--- config.mk ---
export PLATFORM = sky130hd
export DESIGN_NAME = cacheline_burst_adaptor
export DESIGN_NICKNAME = d
export VERILOG_FILES = /design/src/rtl/cache_types_pkg.sv /design/src/rtl/cacheline_burst_adaptor.sv
export SDC_FILE = /design/constraint.sdc
export NUM_CORES = 1
export LEC_CHECK = 0
export CORE_AREA = 2 2 277 279
export DETAILED_ROUTE_END_ITERATION = 10
export DIE_AREA = 0 0 279 281
export PLACE_DENSITY = 0.64
export SLEW_MARGIN = 20
export SYNTH_ARGS = -nofsm -noshare
export SYNTH_HDL_FRONTEND = slang
export SYNTH_SLANG_ARGS = --single-unit
--- constraint.sdc ---
create_clock -name clk -period 3.5 [get_ports clk]
set_input_delay 0.7 -clock clk [delete_from_list [all_inputs] [get_ports clk]]
set_output_delay 0.7 -clock clk [all_outputs]
set_load 0.005 [all_outputs]
--- src/rtl/cache_types_pkg.sv ---
// Shared cache-side types: line/beat widths and adaptor FSM state.
// Imported by the cache-to-memory burst adaptor.
package cache_types_pkg;

    localparam int S_LINE   = 256;
    localparam int S_BURST  = 64;
    localparam int S_BEATS  = S_LINE / S_BURST;
    localparam int S_OFFSET = 5;
    localparam int S_CNT    = $clog2(S_BEATS);

    typedef logic [S_LINE-1:0]  line_t;
    typedef logic [S_BURST-1:0] burst_t;

    typedef enum logic [1:0] {
        IDLE,
        READ,
        WRITE,
        DONE
    } adaptor_state_t;

endpackage

--- src/rtl/cacheline_burst_adaptor.sv ---
// Cache line <-> fixed-length memory burst adaptor.
// Ports: clk/rst (async, active-low); cache side line_i/line_o,
// address_i, read_i/write_i, resp_o; memory side burst_i/burst_o,
// address_o, read_o/write_o, resp_i (per-beat ack).
module cacheline_burst_adaptor
    import cache_types_pkg::*;
(
    input  logic               clk,
    input  logic               rst,
    input  logic [S_LINE-1:0]  line_i,
    output logic [S_LINE-1:0]  line_o,
    input  logic [31:0]        address_i,
    input  logic               read_i,
    input  logic               write_i,
    output logic               resp_o,
    input  logic [S_BURST-1:0] burst_i,
    output logic [S_BURST-1:0] burst_o,
    output logic [31:0]        address_o,
    output logic               read_o,
    output logic               write_o,
    input  logic               resp_i
);

    localparam logic [S_CNT-1:0] LAST = S_CNT'(S_BEATS - 1);

    adaptor_state_t     state_q;
    adaptor_state_t     state_d;
    logic [S_CNT-1:0]   cnt_q;
    logic [S_LINE-1:0]  wbuf_q;
    logic [S_LINE-1:0]  line_q;
    logic [31:0]        addr_q;
    logic               start;
    logic               beat;

    // Offset bits are cleared in the burst address, never consumed.
    logic unused_offset;
    assign unused_offset = ^address_i[S_OFFSET-1:0];

    assign start = (state_q == IDLE) && (write_i || read_i);
    assign beat  = resp_i && ((state_q == READ) || (state_q == WRITE));

    always_comb begin
        state_d = state_q;
        unique case (state_q)
            IDLE: begin
                if (write_i)
                    state_d = WRITE;
                else if (read_i)
                    state_d = READ;
            end
            READ, WRITE: begin
                if (resp_i && (cnt_q == LAST))
                    state_d = DONE;
            end
            DONE:    state_d = IDLE;
            default: state_d = IDLE;
        endcase
    end

    always_ff @(posedge clk or negedge rst) begin
        if (!rst) begin
            state_q <= IDLE;
            cnt_q   <= '0;
            wbuf_q  <= '0;
            line_q  <= '0;
            addr_q  <= '0;
        end else begin
            state_q <= state_d;
            if (start) begin
                addr_q <= {address_i[31:S_OFFSET], {S_OFFSET{1'b0}}};
                cnt_q  <= '0;
                if (write_i)
                    wbuf_q <= line_i;
            end
            // Counter wraps to zero on the last beat.
            if (beat)
                cnt_q <= cnt_q + 1'b1;
            // Read line stays separate from the write buffer so the
            // cache still sees the last read line across a writeback.
            if (resp_i && (state_q == READ))
                line_q[cnt_q*S_BURST +: S_BURST] <= burst_i;
        end
    end

    assign burst_o   = wbuf_q[cnt_q*S_BURST +: S_BURST];
    assign line_o    = line_q;
    assign address_o = addr_q;
    assign read_o    = (state_q == READ);
    assign write_o   = (state_q == WRITE);
    assign resp_o    = (state_q == DONE);

endmodule
; Yosys cells after proc, flatten, opt, wreduce, memory -nomap -nowiden
; Cells that the tools add are included.
[word_totals]
out_inout_bits = 355
ff_bits = 543
in_bits = 357
[op_classes]
eq_ne = 6
mux = 7
reduce_logical = 11
n_addsub = 2
shifts = 3
[ops]
columns = op, n
row1 = 256-bit bitwise mux, 1
row2 = "64-bit by 34-bit variable shift with 256-bit output, first input constant", 1
row3 = 256-bit by 9-bit indexed part select with 64-bit output, 1
row4 = 64-bit by 34-bit indexed part select with 256-bit output, 1
row5 = 8-bit negator with 34-bit output, 1
row6 = 2-bit 2-to-1 mux, 5
row7 = "2-bit == test, second input constant", 3
row8 = 2-bit case mux with 3 select lines, 1
row9 = 1-bit logical AND, 4
row10 = 2-bit AND reduction, 2
row11 = "3-bit inequality test, second input constant", 1
row12 = "2-bit by 1-bit adder with 2-bit output, second input constant", 1
row13 = "2-bit by 1-bit == test with 1-bit output, second input constant", 1
row14 = 2-bit logical NOT, 1
row15 = 1-bit logical OR, 2
row16 = "2-bit inequality test, second input constant", 1
row17 = 2-bit nonzero test, 1
row18 = 2-bit OR reduction, 1

; Logic depth before layout (Yosys ltp)
[logic_depth]
word_depth = 4
mapped_depth = 9
mapped_depth_nobuf = 5

; Worst setup path after synthesis
; Ideal clock, no wire load.
[synth_timing]
path_type = register to register
from = reg cnt_q[1]
to = reg line_q[10] (netlist: line_o[10])
stages_incl_launch_ff = 10
synth_period_minus_slack_ns = 2.360
required_time_ns = 3.379
path_slack_ns = 1.140
arrival_time_ns = 2.239
path_cell_list = dfrtp_1 > buf_2 > buf_1 > inv_1 > ha_1 > and4b_1 > and3_1 > buf_6 > buf_6 > a22o_1
[synth_between]
elab_chain_len = 3
elab_cells_between_ends = 4
cone_classes = add/sub: 1 / shift: 2 / mux: 1
[synth_rtl]
columns = element, line_no
row1 = start: declaration, cacheline_burst_adaptor.sv:28  ; logic [S_CNT-1:0] cnt_q;
row2 = start signal: assignment, cacheline_burst_adaptor.sv:77  ; cnt_q <= cnt_q + 1'b1;
row3 = 8-bit negator with 34-bit output (*), cacheline_burst_adaptor.sv:81  ; line_q[cnt_q*S_BURST +: S_BURST] <= burst_i;
row4 = 64-bit by 34-bit indexed part select with 256-bit output or 64-bit by 34-bit variable shift with 256-bit output (tied branches), cacheline_burst_adaptor.sv:81
row5 = 256-bit bitwise mux (*), cacheline_burst_adaptor.sv:81
row6 = end signal: indexed assignment, cacheline_burst_adaptor.sv:81
row7 = end: declaration, cacheline_burst_adaptor.sv:30  ; logic [S_LINE-1:0] line_q;
; Every way passes the cells marked *; elsewhere a longest branch is shown, timed or not.
; A chain may end at the register's enable or synchronous reset.

; Final worst setup path
[layout_timing]
from = reg cnt_q[1]
to = out burst_o[0]
[layout_between]
elab_chain_len = 1
[layout_rtl]
columns = element, line_no
row1 = 256-bit by 9-bit indexed part select with 64-bit output, cacheline_burst_adaptor.sv:85  ; assign burst_o = wbuf_q[cnt_q*S_BURST +: S_BURST];
row2 = end: declaration, cacheline_burst_adaptor.sv:17  ; output logic [S_BURST-1:0] burst_o,
; Every way passes these cells.

==> impl_metrics.env <==
export IMPL_status="completed"
export IMPL_vias=15796
export IMPL_dp_hpwl_um=52500
export IMPL_seq_area_um2=13600
export IMPL_yosysWarnings=0
export IMPL_rrSetupSlack_ns=0.80
export IMPL_ys_types=30
export IMPL_ys_ff_latch=543
export IMPL_drive_gt1_share_pct=22.9
export IMPL_synth_edff_count=0
export IMPL_final_setup_tns_ns=0
export IMPL_grt_ovfl_total=0
export IMPL_relSlewSlack_pct=42.0
export IMPL_cts_sinks=543
export IMPL_critPathKind="flop to output pin"
export IMPL_worstMarginPinSlew_ns=0.871
export IMPL_die_area_um2=78400
export IMPL_power_density_nw_per_um2=765
export IMPL_setup_viol=0
export IMPL_crit_arrival_ns=2.67
export IMPL_post_cts_resized=0
export IMPL_mostFrequentLayoutCells="700 x clkdlybuf4s50_1, 541 x dfrtp_1, 283 x mux2_2"
export IMPL_io_pins=712
export IMPL_nFillCells=6854
export IMPL_start_kind="flop"
export IMPL_synth_area_um2=21900
export IMPL_nNetsFinal=2634
export IMPL_start_util_pct=29.1
export IMPL_synth_area_per_cell_um2=14.2
export IMPL_fin_crit_sh_pct=96.3
export IMPL_io_buffer_count=701
export IMPL_tritoncts="yes"
export IMPL_root_buffer="clkbuf_16"
export IMPL_worstPathRequired_ns=2.80
export IMPL_yosysSeqAreaShare_pct=62.0
export IMPL_drc=0
export IMPL_grt_pass1_wl_um=107000
export IMPL_dieHeight_um=281
export IMPL_clockBufferDepth=3
export IMPL_leakage_nw=13.4
export IMPL_critPathMaxFanout=32
export IMPL_syn2layout_area_growth_pct=48.0
export IMPL_grt_max_degree=129
export IMPL_rows=101
export IMPL_fin_worst_skew_ns=0.0267
export IMPL_core_area_um2=75400
export IMPL_async_reset_ff_share_pct=100
export IMPL_hold_violations=0
export IMPL_drtPass1Iterations=5
export IMPL_viasPerCell=4.79
export IMPL_slew_viol_final=0
export IMPL_hold_slack_ns=0.0786
export IMPL_ir_drop_mv=0.649
export IMPL_max_cap_viol_count=0
export IMPL_chipWidth_um=279
export IMPL_multi_input_area_um2=7750
export IMPL_grt_pass1_vias=17079
export IMPL_r2r_start="cnt_q[0]"
export IMPL_fmax_mhz=297
export IMPL_ant_nets=0
export IMPL_rr_worst_depth=7
export IMPL_ys_flop_type="dfrtp_1"
export IMPL_rsz0062_at_grt="no"
export IMPL_synthCells=1544
export IMPL_hp_class="primary input to async pin"
export IMPL_wl_per_cell_um=21.5
export IMPL_fin_crit_ns=3.37
export IMPL_clk_pin_slew_ns=0.06
export IMPL_crit_path_end_kind="output pin"
export IMPL_cts_htree_levels=2
export IMPL_antenna_found_initial=7
export IMPL_final_common_cell="clkdlybuf4s50_1"
export IMPL_grt_util_all_layers_pct=17.8
export IMPL_first_iter_violations=736
export IMPL_wl_um=70800
export IMPL_place_congestion=0.827
export IMPL_reg2reg_to="line_o[11]"
export IMPL_cts_buffers=59
export IMPL_insertion_delay_ns=0.62
-- routing by layer --
metal / track usage, % / wire, um
met5: 0 / 27
met4: 6.07 / 2190
met3: 6.26 / 6510
met2: 30.8 / 35300
met1: 20.4 / 26800
-- worst max-delay path, cell delays in order (launching register included) --
cell,delay [ns]
dfrtp_4,0.78
buf_4,0.33
mux4_2,0.34
clkdlybuf4s50_1,0.52
-- flip-flops by register name, summed over array words and instances (netlist names) --
signal	count
line_o	256
wbuf_q	256
address_o	27
cnt_q	2
state_q	2
-- how the worst max path moves through the flow --
stage	startpoint	end	slack, ns
after global placement	cnt_q[0]	burst_o[5]	0.51
final	cnt_q[1]	burst_o[0]	0.13
after detailed placement	cnt_q[0]	burst_o[7]	0.54
after global routing	cnt_q[1]	burst_o[0]	0.001
after CTS	cnt_q[0]	burst_o[7]	0.04
after floorplan	cnt_q[1]	line_o[10]	1.14
-- report_power, final --
group	internal (W)	switching, W	total [W]
combinational	0.00565	0.00324	0.00889
clock	0.00373	0.00261	0.00633
sequential	0.00838	0.00120	0.00958
total	0.0178	0.00705	0.0248
-- cells by family (layout without fill, tap and decap cells) --
group / Yosys count / count (layout) / share of synthesized area [%]
buffers and inverters: 123 / 889 / 3.15
AND/OR/NAND/NOR: 257 / 257 / 4.79
adder cells (fa/ha/maj): 9 / 9 / 0.514
AO/OA/AOI/OAI: 264 / 264 / 8.46
multiplexers: 347 / 347 / 21.1
flip-flops: 543 / 543 / 62.0
other: 1 / 9 / 0.0171
-- stage by stage --
stage / instances / instance area, um2 / power, W / utilization [%] / worst slack [ns]
after floorplan: 1548 / 21900 / 0.0138 / - / 1.14
after global placement: 3176 / 30400 / 0.0182 / 40.3 / 0.508
after detailed placement: 3176 / 30400 / 0.0186 / 40.3 / 0.539
after CTS: 3284 / 32400 / 0.0250 / 42.9 / 0.0384
after global routing: 3294 / 32400 / 0.0261 / 43.0 / 0.00134
final: 3296 / 32400 / 0.0248 / 43.0 / 0.128
-- final cells by class --
| class | instances | share of cell area [%] |
|---|---|---|
| clock inverters | 22 | 0.833 |
| inverters | 5 | 0.0578 |
| repair buffers | 777 | 24.3 |
| diodes | 4 | 0.0308 |
| flip-flops and latches | 543 | 41.9 |
| well taps | 978 | 3.77 |
| clock buffers | 85 | 5.22 |
| multi-input cells | 882 | 23.9 |
-- repair_timing --
item                       4_1_cts  5_1_grt
setup buffers                    1        8
setup endpoints to repair       38        1
hold buffers                     0        0
cloned                           0        0
-- synthesized netlist by cell type, types with 9 or more instances --
cell type | number | area share (%)
mux4_2 | 64 | 6.6
buf_6 | 14 | 0.72
o21ai_0 | 102 | 2.3
a22o_1 | 140 | 5.6
o21ai_1 | 17 | 0.39
dfrtp_1 | 543 | 62
nand2_1 | 238 | 4.1
clkbuf_1 | 37 | 0.63
buf_4 | 17 | 0.58
ha_1 | 9 | 0.51
buf_2 | 48 | 1.1
mux2_2 | 283 | 15
No activity file was read; power rests on OpenSTA's default activity.
==> edit 1, RTL diff (config.mk and constraints unchanged) <==
`S_BURST`: 64 -> 128.
--- a/src/rtl/cache_types_pkg.sv
+++ b/src/rtl/cache_types_pkg.sv
@@ -4,5 +4,5 @@
 
     localparam int S_LINE   = 256;
-    localparam int S_BURST  = 64;
+    localparam int S_BURST  = 128;
     localparam int S_BEATS  = S_LINE / S_BURST;
     localparam int S_OFFSET = 5;
Ports: changed (resized burst_i and burst_o); port bits go from 712 to 840. The function was not compared with the original's and may differ.
==> edit 1 against the unedited design <==
- via count decreased by 9.1%
- routed wire length increased by 0.42%
- core utilization increased by 1.9 points
- design area increased by 4.4%
- sequential cell count decreased by 1
- worst setup slack improved by 43 ps
- clock skew decreased by 11 ps
- clock power increased by 3.6%
- non-clock buffer count increased by 94
- power increased by 30%
- area after synthesis increased by 2.2%
- maximum frequency increased by 1.3%
- critical path type unchanged
- largest power group is now combinational cells
- highest routed layer unchanged
==> edit 1: results <==
set metrics [dict create \
    portBuffers 829 \
    grt_util_met1_pct 17.96 \
    wl_met3_mm 6.765 \
    via_per_inst 4.472 \
    cts_buffer_depth 3 \
    worstPathArrival_ps 2630 \
    slowest_delay_ps 750 \
    track_usage_pct 17.54 \
    dp_hpwl_mm 54.51 \
    htreeDepth 2 \
    globalRouteMet3Util_pct 7.241 \
    min_path_type "in -> async" \
    dr_wl_met2_mm 37.01 \
    clock-skew-final_ps 15.34 \
    use_met2_pct 31.15 \
    routed.top_layer "met5" \
    antenna_found_initial 21 \
    cts-root-buf "clkbuf_16" \
    cts_setup_buffers 0 \
    async_flop_share_pct 100.0 \
    path_max_fanout 31 \
    ys_seq_area_share_pct 60.55 \
    cp-endpoint "burst_o[52]" \
    drive_gt1_share_pct 36.76 \
    cts.reportedPaths.clkPinSlew_ps 60 \
    reg2reg_setup_slack_ps 1040 \
    drt_iter0_drc 459 \
    cts_buffers 61 \
    ys.flop_type "dfrtp_1" \
    fill_cells 6683 \
    status "completed" \
    ys_types 18 \
    place.gp.congestion 0.8430 \
    ctsResizeCount 0 \
    netlist_top_cells_count "mux2_2 (555), dfrtp_1 (542), mux2_4 (113)" \
    grt_start_max_net_pins 114 \
    avgRoutedWirePerCell_um 22.15 \
    finalNetCount 2594 \
    rr_startpoint "cnt_q" \
    worst_r2r_path_depth 5 \
    firstDrtPassIters 4 \
    grt_pass1_vias 16270 \
    p_leak_nw 14.53 \
    tightest_slew_ps 861.6 \
    r2r_end "line_o[192]" \
    start_kind "flop" \
    critPathSlowestCell "dfrtp_4" \
    wl_met1_mm 24.57 \
    postRouteAntennaNets 0 \
    yosysWarnings 0 \
    synth_area_leaders "dfrtp_1 (61%), mux2_2 (28%), mux2_4 (7.6%)" \
    max-vdd-ir-drop_mv 0.5205 \
    clk-insertion-delay-late_ps 610 \
    grt_first_pass_wirelength_mm 104.0 \
]
==> edit 1: power breakdown <==
group	internal, W	switching [W]	leakage, nW
combinational	0.00958	0.00472	7.04
sequential	0.00949	0.00179	6.46
clock	0.00396	0.00261	1.03
==> edit 1: cells by family after synthesis <==
logic type	share of synthesized area (%)
multiplexers	35.53
other	0.01674
AO/OA/AOI/OAI	0.1005
flip-flops	60.55
AND/OR/NAND/NOR	0.2960
buffers and inverters	3.285
adder cells (fa/ha/maj)	0.2234
==> edit 1: worst max-delay path, delay by kind of cell, from the launching register on <==
family                 cells  cell delay (ps)
buffers and inverters      2              880
flip-flops                 1              750
multiplexers               1              350
==> edit 1: layout make-up <==
class / count / area (µm²) / area share, %
Antenna cell: 16 / 40.04 / 0.1182
Clock buffer: 92 / 1833 / 5.412
Clock inverter: 19 / 237.7 / 0.7019
Inverter: 2 / 7.507 / 0.02216
Multi-Input combinational cell: 691 / 8130 / 24.00
Sequential cell: 542 / 13570 / 40.06
Tap cell: 978 / 1224 / 3.613
Timing Repair Buffer: 871 / 8831 / 26.07
==> edit 1: metrics by stage <==
step	cell area, µm²	setup slack (ps)	util, %	cells	hold WS (ps)
CTS	33830	113.3	44.84	3195	57.97
detailed placement	31760	593.4	42.10	3084	487.3
floorplan	22410	1634	-	1313	404.4
global route	33870	82.58	44.89	3209	97.36
finish	33870	171.3	44.89	3211	77.52
global placement	31760	621.0	42.10	3084	478.9
==> edit 1: worst min path at each step <==
stage / startpoint / to / slack, ps / cells after the start
after detailed placement: wbuf_q[194] / wbuf_q[194] / 490 / 1
final: rst / address_o[25] / 80 / 1
after global placement: line_o[127] / line_o[127] / 480 / 1
after CTS: rst / address_o[25] / 60 / 1
after floorplan: rst / address_o[10] / 400 / 0
after global routing: rst / address_o[25] / 100 / 1
==> edit 2, RTL diff (same flow settings) <==
Without the edit above. Register the outputs `resp_o`, `read_o` and `write_o`, without a reset; this adds one clock of latency there. The other outputs are not delayed to match.
--- a/src/rtl/cacheline_burst_adaptor.sv
+++ b/src/rtl/cacheline_burst_adaptor.sv
@@ -86,7 +86,9 @@
     assign line_o    = line_q;
     assign address_o = addr_q;
-    assign read_o    = (state_q == READ);
-    assign write_o   = (state_q == WRITE);
-    assign resp_o    = (state_q == DONE);
+    always_ff @(posedge clk) begin
+        resp_o  <= (state_q == DONE);
+        read_o  <= (state_q == READ);
+        write_o <= (state_q == WRITE);
+    end
 
 endmodule
Function: changed (Yosys sat finds a counterexample within 4 cycles, from zero or initial values and one cycle with rst low).
==> edit 2 against the unedited design <==
- global-route usage fell by 0.83 points
- design area fell by 0.84%
- area after synthesis fell by 1.1%
- power rose by 0.26%
- hold slack improved by 14 ps
- worst setup slack improved by 24 ps
- sequential power rose by 0.4%
- routed wire length fell by 4.0%
- synthesized cell count fell by 8.6%
- sequential cell count rose by 3
- combinational power fell by 2.9%
- largest cell class unchanged
==> edit 2: results <==
set metrics [dict create \
    wl_met3_mm 6.384 \
    path_max_fanout 19 \
    yosys.area_share.adder_pct 0.5194 \
    pre_cts_ws_ps 632.7 \
    drt-total-wl_mm 67.99 \
    multi_input_gates 753 \
    synth_compound_area_share_pct 9.684 \
    p_leak_nw 13.45 \
    nClkBuffers 84 \
    placed_cells 3032 \
    globalRouteMet3Util_pct 6.393 \
    max-vdd-ir-drop_mv 0.4557 \
    via_per_inst 4.766 \
    multiInputGateArea_um2 7492 \
    grt_first_pass_wirelength_mm 102.4 \
    grt_start_max_net_pins 78 \
    synth-seq-cells 546 \
    status "completed" \
    ys_types 32 \
    dp_hpwl_mm 49.10 \
    placed_area_um2 30050 \
    drive_gt1_share_pct 23.89 \
    clock-skew-final_ps 20.51 \
    final_cell_count_no_fill 3150 \
    finalNetCount 2483 \
    async_flop_share_pct 99.45 \
    synth.area.mux_share_pct 21.35 \
    cts_buffers 60 \
    buf_share_pct 23.85 \
    track_usage_pct 16.96 \
    grt_pass1_vias 16370 \
    clkCellAreaFrac_pct 6.525 \
    buffers 750 \
    slowest_delay_ps 680 \
    wl_met1_mm 25.61 \
    ys_seq_area_share_pct 62.95 \
    slew_headroom_pct 38.27 \
    seqCellArea_um2 13660 \
    syn_avg_cell_area_um2 15.37 \
]
-- edit 2: changes by cell type in the layout (fill, tap and decap cells not counted), moves of 2 or more --
cell      unedited run  this run
clkbuf_8            10        15
dfxtp_1              0         3
inv_6                2         4
clkinv_2             9        11
clkbuf_1            15         8
o21ai_0            101        19
nand2_1            237       108
a22o_1             140       204
nand3_4              5         3
o21ai_1             17        36
buf_4               53        26
clkinv_4             0         2
-- edit 2: final timing paths --
kind	startpoint	to	slack, ps	cells after the start
worst max-delay path	cnt_q[0]	burst_o[19]	150	3
worst min-delay path	rst	wbuf_q[146]	90	1
worst max register to register	cnt_q[0]	line_o[183]	880	7
worst min register to register	line_o[231]	line_o[231]	480	2
max in group asynchronous	rst	wbuf_q[105]	2390	2
min in group clk	line_o[231]	line_o[231]	480	2
-- edit 2: where the power goes --
part,switching (W),total (W),internal [W]
Clock,0.00266,0.00662,0.00396
Combinational,0.00303,0.00863,0.00560
Sequential,0.00119,0.00962,0.00843
Total,0.00688,0.0249,0.0180
